==> config.mk <==
export PLATFORM = sky130hd
export DESIGN_NAME = useq_control_flat
export DESIGN_NICKNAME = d
export VERILOG_FILES = /design/src/rtl/useq_pkg.sv /design/src/rtl/useq_if.sv /design/src/rtl/useq_rom.sv /design/src/rtl/useq_control.sv /design/src/flat_wrapper.sv
export SDC_FILE = /design/constraint.sdc
export NUM_CORES = 1
export LEC_CHECK = 0
export ABC_AREA = 1
export BUFFER_PORTS_ARGS = -buffer_cell sky130_fd_sc_hd__buf_2
export CORE_AREA = 2 2 39 41
export CTS_CLUSTER_SIZE = 14
export DETAILED_ROUTE_END_ITERATION = 12
export DIE_AREA = 0 0 41 43
export GPL_TIMING_DRIVEN = 0
export PLACE_DENSITY = 0.56
export SYNTH_ARGS = -nofsm -noshare
export SYNTH_HDL_FRONTEND = slang
export SYNTH_SLANG_ARGS = --single-unit
==> constraint.sdc <==
create_clock -name clk -period 2.45 [get_ports clk]
set_input_delay 0.49 -clock clk [delete_from_list [all_inputs] [get_ports clk]]
set_output_delay 0.49 -clock clk [all_outputs]
set_load 0.01 [all_outputs]
==> src/rtl/useq_pkg.sv <==
// Shared definitions for the multiplier micro-sequencer:
// branch codes, micro-addresses, control bits, microword layout.
package useq_pkg;

    localparam int ADDR_W = 3;
    localparam int CTRL_W = 7;
    localparam int UW_W   = 14;

    typedef enum logic [1:0] {
        SEQ = 2'b00,
        JMP = 2'b01,
        BRZ = 2'b10,
        WST = 2'b11
    } cond_e;

    localparam logic [ADDR_W-1:0] UA_IDLE  = 3'd0;
    localparam logic [ADDR_W-1:0] UA_LDM   = 3'd1;
    localparam logic [ADDR_W-1:0] UA_LDQ   = 3'd2;
    localparam logic [ADDR_W-1:0] UA_TEST  = 3'd3;
    localparam logic [ADDR_W-1:0] UA_ADD   = 3'd4;
    localparam logic [ADDR_W-1:0] UA_ACC   = 3'd5;
    localparam logic [ADDR_W-1:0] UA_OUT   = 3'd6;
    localparam logic [ADDR_W-1:0] UA_SPARE = 3'd7;

    localparam int CB_OUT  = 0;
    localparam int CB_LDM  = 1;
    localparam int CB_CLRR = 2;
    localparam int CB_ADD  = 3;
    localparam int CB_DECQ = 4;
    localparam int CB_LDR  = 5;
    localparam int CB_LDQ  = 6;

    localparam int UW_TGT_LSB  = 0;
    localparam int UW_COND_LSB = 3;
    localparam int UW_DONE     = 5;
    localparam int UW_BSEL     = 6;
    localparam int UW_CTRL_LSB = 7;

    // Field order matches {ctrl, bus_sel, done, cond, target}
    typedef struct packed {
        logic [CTRL_W-1:0] ctrl;
        logic              bsel;
        logic              done;
        cond_e             cond;
        logic [ADDR_W-1:0] tgt;
    } uword_t;

endpackage

==> src/rtl/useq_if.sv <==
// Sequencer-side bundle: host handshake, datapath flag,
// control word and debug micro-address.
interface useq_if
    import useq_pkg::*;
();

    logic              start;
    logic              z_nz;
    logic [CTRL_W-1:0] control;
    logic              bus_sel;
    logic              busy;
    logic              done;
    logic [ADDR_W-1:0] upc;

    modport master (
        input  start,
        input  z_nz,
        output control,
        output bus_sel,
        output busy,
        output done,
        output upc
    );

    modport slave (
        output start,
        output z_nz,
        input  control,
        input  bus_sel,
        input  busy,
        input  done,
        input  upc
    );

endinterface

==> src/rtl/useq_rom.sv <==
// Combinational control store for the repeated-addition
// multiply microprogram.
module useq_rom
    import useq_pkg::*;
(
    input  logic [ADDR_W-1:0] addr,
    output uword_t            uw
);

    always_comb begin
        uw = '{ctrl: '0, bsel: 1'b0, done: 1'b0,
               cond: JMP, tgt: UA_IDLE};
        case (addr)
            UA_IDLE: begin
                uw.cond = WST;
            end
            UA_LDM: begin
                uw.ctrl = 7'b0000110;
                uw.cond = SEQ;
            end
            UA_LDQ: begin
                uw.ctrl = 7'b1000000;
                uw.bsel = 1'b1;
                uw.cond = SEQ;
            end
            UA_TEST: begin
                uw.cond = BRZ;
                uw.tgt  = UA_OUT;
            end
            UA_ADD: begin
                uw.ctrl = 7'b0001000;
                uw.cond = SEQ;
            end
            UA_ACC: begin
                uw.ctrl = 7'b0110000;
                uw.tgt  = UA_TEST;
            end
            UA_OUT: begin
                uw.ctrl = 7'b0000001;
                uw.done = 1'b1;
            end
            default: begin
                uw.tgt = UA_IDLE;
            end
        endcase
    end

endmodule

==> src/rtl/useq_control.sv <==
// Microprogrammed sequencer: upc register, next-address
// logic and control-word decode for the multiplier datapath.
module useq_control
    import useq_pkg::*;
(
    input  logic    clk,
    input  logic    rst_n,
    useq_if.master  bus
);

    logic [ADDR_W-1:0] upc;
    logic [ADDR_W-1:0] upc_nxt;
    logic [ADDR_W-1:0] upc_inc;
    uword_t            uw;

    useq_rom u_rom (
        .addr (upc),
        .uw   (uw)
    );

    assign upc_inc = upc + ADDR_W'(1);

    always_comb begin
        upc_nxt = upc_inc;
        unique case (uw.cond)
            SEQ: upc_nxt = upc_inc;
            JMP: upc_nxt = uw.tgt;
            BRZ: upc_nxt = bus.z_nz ? upc_inc : uw.tgt;
            WST: upc_nxt = bus.start ? upc_inc : upc;
            default: upc_nxt = UA_IDLE;
        endcase
    end

    always_ff @(posedge clk or negedge rst_n) begin
        if (!rst_n) begin
            upc <= UA_IDLE;
        end else begin
            upc <= upc_nxt;
        end
    end

    // Outputs decode only the word at upc, never start/z_nz
    assign bus.control = uw.ctrl;
    assign bus.bus_sel = uw.bsel;
    assign bus.done    = uw.done;
    assign bus.busy    = (upc != UA_IDLE);
    assign bus.upc     = upc;

endmodule

==> src/flat_wrapper.sv <==
// flat-port wrapper written by rule: the top's interface ports become plain ports
module useq_control_flat import useq_pkg::*;
  (clk, rst_n, bus_start, bus_z_nz, bus_control, bus_bus_sel, bus_busy, bus_done, bus_upc);
  useq_if bus_i ();
  input  logic clk;
  input  logic rst_n;
  input wire logic [$bits(bus_i.start)-1:0] bus_start;
  input wire logic [$bits(bus_i.z_nz)-1:0] bus_z_nz;
  output wire logic [$bits(bus_i.control)-1:0] bus_control;
  output wire logic [$bits(bus_i.bus_sel)-1:0] bus_bus_sel;
  output wire logic [$bits(bus_i.busy)-1:0] bus_busy;
  output wire logic [$bits(bus_i.done)-1:0] bus_done;
  output wire logic [$bits(bus_i.upc)-1:0] bus_upc;
  assign bus_i.start = bus_start;
  assign bus_i.z_nz = bus_z_nz;
  assign bus_control = bus_i.control;
  assign bus_bus_sel = bus_i.bus_sel;
  assign bus_busy = bus_i.busy;
  assign bus_done = bus_i.done;
  assign bus_upc = bus_i.upc;
  useq_control u_core (.clk(clk), .rst_n(rst_n), .bus(bus_i));
endmodule
== Yosys cells after proc, flatten, opt, wreduce, memory -nomap -nowiden ==
Index checks and enable logic that the tools add are counted.

* Muxes and demuxes: 8
* Reduce and logical (&&, ||, !) cells: 4
* $add $sub $neg: 1
* Equality and inequality tests: 10

{| class="wikitable"
|+ Operators with widths
! kind !! number
|-
| $pmux 7 s5 || 1
|-
| $pmux 3 s4 || 1
|-
| $eq 3x3->1 const B || 3
|-
| $eq 3x2->1 const B || 2
|-
| $mux 3 || 2
|-
| $pmux 2 s3 || 1
|-
| $pmux 3 s2 || 1
|-
| $eq 2x2->1 const B || 2
|-
| $add 3x1->3 const B || 1
|-
| $eq 3x1->1 const B || 1
|-
| $logic_not 3->1 || 1
|-
| $reduce_bool 3->1 || 1
|-
| $reduce_or 3->1 || 1
|-
| $eq 2x1->1 const B || 1
|-
| $logic_not 2->1 || 1
|-
| $mux 1 || 2
|-
| $ne 2x2->1 const B || 1
|}

* Register bits after elaboration: 3
* Word-level logic and storage cells: 24
* Input bits: 4
* Output and inout port bits: 13

== Longest topological paths before layout ==
Gate-level depths: netlist of run 1.

* Depth after elaboration: 5
* Mapped depth: 8
* Mapped depth without buffers: 8

== Hierarchy ==
From an unflattened synthesis of run 1, not the netlist that was laid out.

* Cell total of the unflattened synthesis: 74
* Area, all modules: 409.1 um^2

{| class="wikitable"
|+ Modules (own cells, without submodules)
! module !! area an instance (um^2) !! times used !! cells each
|-
| useq_control || 307.8 || 1 || 52
|-
| useq_rom || 101.3 || 1 || 22
|}

== Worst setup path before layout of run 1 ==
No wires, ideal clock.

* Path type: register to output
* From: register u_core.upc[1] (netlist: u_core.bus.upc[1])
* To: output bus_control[5]
* Setup slack: 0.807 ns
* Path buffers: 1
* Stages on the path, launching flop included: 6
* Arrival time: 1.153 ns
* Required time: 1.960 ns
* Cells stage by stage: dfrtp_1 inv_1 ha_1 inv_1 nor2_1 buf_4

* Cells in the longest elaborated chain, start to end: 2
* Elaborated cells on any way between the ends: 6
* Those cells by class: eq/ne: 5; mux: 1

{| class="wikitable"
|+ Ends and longest elaborated chain
! element !! RTL line !! text
|-
| from (decl) || useq_control.sv:11 || <nowiki>logic [ADDR_W-1:0] upc;</nowiki>
|-
| from (signal assigned) || useq_control.sv:38 || <nowiki>upc <= upc_nxt;</nowiki>
|-
| $eq 3x3->1 (tied with other cells) || useq_rom.sv:13 || <nowiki>case (addr)</nowiki>
|-
| $pmux 7 s5 * || useq_rom.sv:13 ||
|-
| to (decl) || flat_wrapper.sv:9 || <nowiki>output wire logic [$bits(bus_i.control)-1:0] bus_control;</nowiki>
|}

Every way passes the cells marked *; elsewhere a longest branch is shown, timed or not.

== Final worst setup path of run 1 ==
Same ends and word-level chain as after synthesis.

==> run summary, run 1 <==
==========================================================================================
Post-DP HPWL                                                                      652.5 µm
Rel. slew slack                                                                     0.8181
GRT met1 Usage                                                                      0.1364
R2R depth                                                                                8
P per Cell Area                                                                1315 nW/µm²
Part of the Yosys area used for sequential elements                                 0.2020
Count of unique library cells instantiated by Yosys                                     15
Syn nets                                                                                66
Peak clock frequency supported by timing                                         523.8 MHz
Maximum buffer depth of the clock tree                                                   2
Final critical delay including setup and external delays                          1.909 ns
Worst Path Required                                                                1.96 ns
Share of the synthesized area in the top cell type                                  0.2020
Worst hold slack                                                                0.04327 ns
Met2 usage in global routing                                                        0.1594
Reg-to-reg setup timing slack                                                      0.95 ns
Floorplan core area                                                               1384 µm²
R2R Path Start                                                                u_core.bus.upc[1]
Yosys reg bits                                                                           3
Number of buffers inserted by post-CTS setup repair                                      0
Routed vias                                                                            397
Min-delay worst type                                                           in -> async
Worst IR drop on VDD                                                             0.5411 mV
Die H                                                                                43 µm
Final hold violations                                                                    0
Post-route ant nets                                                                      0
Static power due to leakage                                                      0.3177 nW
Final cell utilization of the core                                                  0.3599
Routing usage on met3                                                                    0
Largest net degree at the start of global routing                                        8
Detailed Route WL                                                                   781 µm
Cells taking the most area after synthesis                                    dfrtp_1 (20%), ha_1 (17%), nand2_1 (14%)
Most common cell after layout, fill and taps aside                                   buf_2
GRT Residual Overflow                                                                    0
Share of final-layout standard cells stronger than drive strength 1                 0.3506
Layout net count                                                                        87
Data arrival, critical path                                                        1.42 ns
# diodes                                                                                 0
Number of antenna violations at the first check in global routing                        0
First-pass DRT Iterations                                                                4
Total track usage                                                                   0.1057
Regs by FF count                                                              u_core.bus.upc: 3 flops
Synth area leader                                                                  dfrtp_1
DRC errors left                                                                          0
Final cell count without fillers                                                        93
Type of element launching the critical path                                      flip-flop
Count of filler cells inserted in the layout                                           164
Cell count after placement                                                              89
Max FO, Critical Path                                                                    5
Largest reg by FF count                                                       u_core.bus.upc
Number of levels in the clock H-tree                                                     1
Area growth from synthesis to final layout                                          34.01%
Area of the die                                                                   1763 µm²
Max cap viols                                                                            0
Per-cell routed wire length                                                       8.398 µm
Number of gates resized after CTS                                                        0
Count of pins over their slew limit                                                      0
Highest-count cells in the layout ignoring fill and taps                      buf_2 (16), nand2_1 (14), inv_1 (9)
Synth warnings                                                                           0
Port bufs                                                                               16
Run status                                                                    finished, final reports clean
Cts-stage hold buffer count                                                              0
Synthesized area per cell                                                        6.519 µm²
Number of rows in the core area                                                         14
Capturing element type of the critical path                                     output pin
Post-route total power                                                           0.6550 mW
Clock edge transition at the registers on the reported setup and hold paths        0.04 ns
Crit Path Class                                                                 reg -> out
Number of flip-flops under the largest register name                                     3
Final setup skew                                                               0.001568 ns
Detail-routed via count per cell                                                     4.269
Starting DRC count in detailed routing                                                   5
Global placer's final weighted congestion                                           0.7999
Period Utilization, post-route                                                      0.7793
Area of the mapped netlist                                                       371.6 µm²
Global-route wire length before repair                                             1276 µm
Unrepaired setup endpoints after global routing                                      false
Synthesized netlist cell count                                                          57
Most congested layer reported by global routing                                       met2
CTS tree                                                                               yes
Endpoint of the lowest-slack register-to-register path                        u_core.bus.upc[1]
CTS buffer count                                                                         3
I/O pin cnt                                                                             17
Vias in the first global route                                                         326
Actual slew at the worst max-slew pin                                            0.2729 ns
Die width                                                                            41 µm
Final setup violating endpoints                                                          0
CTS sink count                                                                           3
Setup TNS                                                                             0 ns
Clock network latency to the later pin of the worst-skew pair                      0.23 ns
Starting Density                                                                    0.2685
Root buffer cell                                                                  clkbuf_4
==========================================================================================
-- synth_stat cells --
cell,count
nand2_1,14
inv_1,9
nor2_1,6
ha_1,5
nand3_1,5
buf_4,4
dfrtp_1,3
o21ai_0,3
a21oi_1,2
inv_4,1
nand2_4,1
nand3b_1,1
o21ai_1,1
or2_2,1
or2_4,1
-- per-stage QoR --
stage | area [µm²] | worst slack (ns)
floorplan | 371.6 | 0.8070
global placement | 471.7 | 0.7940
detailed placement | 471.7 | 0.7888
CTS | 498.0 | 0.5299
global route | 498.0 | 0.4186
finish | 498.0 | 0.5408
-- logic make-up after synthesis --
| family | after synthesis | synth area share |
|---|---|---|
| adder cells (fa/ha/maj) | 5 | 0.1684 |
| AND/OR/NAND/NOR | 29 | 0.3603 |
| buffers and inverters | 14 | 0.1886 |
| flip-flops | 3 | 0.2020 |
| AO/OA/AOI/OAI | 6 | 0.08078 |
-- final cells by class --
class / instances / area [µm²] / area share
multi-input combinational: 40 / 226.5 / 0.4548
buffer: 4 / 30.03 / 0.06030
tap: 16 / 20.02 / 0.04020
sequential: 3 / 75.07 / 0.1508
inverter: 10 / 40.04 / 0.08040
clock buffer: 4 / 26.28 / 0.05276
timing repair buffer: 16 / 80.08 / 0.1608
-- worst max path at each step --
stage	cells after the start	to	slack, ns	start
floorplan	5	bus_control[5]	0.81	u_core.bus.upc[1]
global placement	6	bus_control[5]	0.79	u_core.bus.upc[1]
detailed placement	6	bus_control[5]	0.79	u_core.bus.upc[1]
CTS	6	bus_control[5]	0.53	u_core.bus.upc[1]
global route	6	bus_control[5]	0.42	u_core.bus.upc[1]
finish	6	bus_control[5]	0.54	u_core.bus.upc[1]
-- where the power goes --
| group | switching, mW | internal, mW | leakage [nW] |
|---|---|---|---|
| logic | 0.263 | 0.203 | 0.265 |
| registers | 0.0305 | 0.0731 | 0.0373 |
| clock network | 0.0243 | 0.0609 | 0.0150 |
| total | 0.318 | 0.337 | 0.318 |
-- metal layers --
layer,vias to the layer above,part of all wire
li1,215,-
met1,165,0.45
met2,17,0.46
met3,0,0.092
met4,0,0
met5,-,0
-- worst max-delay path, cell delays in order (launching register included) --
cell and delay [ns]:
dfrtp_1 0.42, inv_1 0.13, ha_1 0.23, inv_1 0.06
nor2_1 0.12, buf_4 0.12, buf_2 0.11
(Power assumes the default switching activity.)
==> inputs of run 2 (changes only) <==
- clock period: 2.45 -> 1.9 ns (I/O delays scaled with it)
==> run 2 against run 1 <==
Net effect:
- clock-buffer cell count did not move
- sequential power rose by 28%
- cell area rose by 2.5%
- cell count rose by 1.1%
- clock skew barely moved
- sequential share of layout area fell by 0.37 points
- non-clock buffer count rose by 1
- global-route usage rose by 0.20 points
- critical path depth did not move
==> run summary, run 2 (synthesized netlist as in run 1, its figures left out) <==
==========================================================================================
Run status                                                                    finished, final reports clean
GRT Residual Overflow                                                                    0
Maximum buffer depth of the clock tree                                                   2
Min-delay worst type                                                             in -> reg
Rel. slew slack                                                                     0.8245
Sequential cell area                                                             75.07 µm²
P per Cell Area                                                                1661 nW/µm²
Detail-routed via count per cell                                                     4.202
Hold Path Origin                                                                  bus_z_nz
Clock network latency to the later pin of the worst-skew pair                      0.23 ns
Clock power share                                                                    0.129
Post-Place Worst Slack                                                           0.3488 ns
Number of flip-flops under the largest register name                                     3
Critical path origin                                                          u_core.bus.upc[1]
Final critical delay including setup and external delays                          1.775 ns
Net switching power                                                              0.4097 mW
Total track usage                                                                   0.1078
Worst Path Required                                                                1.52 ns
Global placer's final weighted congestion                                           0.7999
Actual slew at the worst max-slew pin                                            0.2633 ns
Global-route wire length before repair                                             1304 µm
Final Worst Setup Slack                                                          0.1253 ns
Highest cell delay on the worst timing path                                        0.42 ns
Kind of cell with the highest combined delay on the critical path               flip-flops
Count of pins over their slew limit                                                      0
First-pass DRT Iterations                                                                3
Logic pwr share                                                                      0.713
I/O pin cnt                                                                             17
CTS tree                                                                               yes
Peak clock frequency supported by timing                                         563.5 MHz
Regs by FF count                                                              u_core.bus.upc: 3 flops
Die width                                                                            41 µm
Largest net degree at the start of global routing                                        8
Worst-path cell chain                                                         inv_1 -> ha_2 -> inv_1 -> nor2_1 -> buf_4 -> buf_2
DRC errors left                                                                          0
Data arrival, critical path                                                        1.39 ns
Area growth from synthesis to final layout                                          37.37%
Buffers plus inverters on the worst setup path                                           4
Port bufs                                                                               16
Seq pwr share                                                                        0.157
Final hold violations                                                                    0
Area of the die                                                                   1763 µm²
Floorplan core area                                                               1384 µm²
Share of final-layout standard cells stronger than drive strength 1                 0.3590
Detailed Route WL                                                                   777 µm
Number of rows in the core area                                                         14
CTS buffer count                                                                         3
Post-DP HPWL                                                                      652.5 µm
Worst hold slack                                                                 0.4127 ns
Final cell utilization of the core                                                  0.3689
Crit Path Class                                                                 reg -> out
R2R Path Start                                                                u_core.bus.upc[0]
Combined area of the multi-input logic cells                                     229.0 µm²
Final setup skew                                                               0.001576 ns
Most common cell after layout, fill and taps aside                                   buf_2
Highest-count cells in the layout ignoring fill and taps                      buf_2 (16), nand2_1 (14), inv_1 (9)
Worst IR drop on VDD                                                             0.6942 mV
Clock edge transition at the registers on the reported setup and hold paths        0.04 ns
Type of element launching the critical path                                      flip-flop
Max FO, Critical Path                                                                    5
Post-route total power                                                           0.8482 mW
Capturing element type of the critical path                                     output pin
Largest reg by FF count                                                       u_core.bus.upc
Starting DRC count in detailed routing                                                   1
Die H                                                                                43 µm
CTS sink count                                                                           3
Static power due to leakage                                                      0.3204 nW
Setup TNS                                                                             0 ns
Number of antenna violations at the first check in global routing                        0
Per-cell routed wire length                                                       8.266 µm
Cell with the most instances on the worst path                                       inv_1
Post-route ant nets                                                                      0
Max cap viols                                                                            0
Routed vias                                                                            395
Internal power component                                                         0.4385 mW
Number of levels in the clock H-tree                                                     1
# diodes                                                                                 0
Unrepaired setup endpoints after global routing                                      false
Number of buffers inserted by post-CTS setup repair                                      0
Final setup violating endpoints                                                          0
Layout net count                                                                        88
CP max-delay cell                                                                  dfrtp_1
Vias in the first global route                                                         338
Count of filler cells inserted in the layout                                           164
Starting Density                                                                    0.2685
Root buffer cell                                                                  clkbuf_4
Period Utilization, post-route                                                      0.9340
Switching portion of total power                                                    0.4830
==========================================================================================
## run 2: cell count changes in the layout (fill, tap and decap cells not counted)
cell           previous run  this run
dlygate4sd3_1             0         1
ha_2                      0         1
ha_1                      5         4
## run 2: power by group through the flow
stage / clock network [mW] / registers [mW] / logic (mW)
global placement: 0 / 0.135 / 0.600
detailed placement: 0 / 0.134 / 0.607
CTS: 0.119 / 0.134 / 0.611
finish: 0.110 / 0.133 / 0.605
global route: 0.118 / 0.140 / 0.706
floorplan: 0 / 0.140 / 0.429
## run 2: area by class of cell
type,count,area share
flip-flops and latches,3,0.1471
multi-input cells,40,0.4485
clock buffers,4,0.05147
repair buffers,17,0.1765
inverters,10,0.07843
plain buffers,4,0.05882
well taps,16,0.03922
## run 2: what timing repair did
| item | CTS | global route |
|---|---|---|
| gates resized for setup | 0 | 1 |
| hold endpoints to repair | 3 | 0 |
| endpoints found under the setup margin | 0 | 1 |
| hold buffers | 1 | 0 |
## run 2: final timing paths
path,endpoint,cells past startpoint,slack [ns]
setup / recovery,bus_control[5],6,0.13
hold / removal,u_core.bus.upc[2],4,0.41
setup reg to reg,u_core.bus.upc[1],8,0.39
hold reg to reg,u_core.bus.upc[1],2,0.61
max in group asynchronous,u_core.bus.upc[0],2,1.33
min in group asynchronous,u_core.bus.upc[2],2,0.47
## run 2: layer usage
metal	up-vias	routed length, µm	global-route usage
met5	-	0	0
met4	0	0	0.08000
met3	0	58	0
met2	13	376	0.1656
met1	166	343	0.1364
li1	216	-	-
## run 2: metrics by stage
stage	cells	instance area (µm²)
floorplan	57	371.6
global placement	89	471.7
detailed placement	89	471.7
CTS	94	508.0
global route	94	510.5
finish	94	510.5
## run 2: worst min-delay path, cell delays in order
cell     delay (ns)
buf_2          0.08
nand2_1        0.04
nand2_1        0.06
a21oi_1        0.04
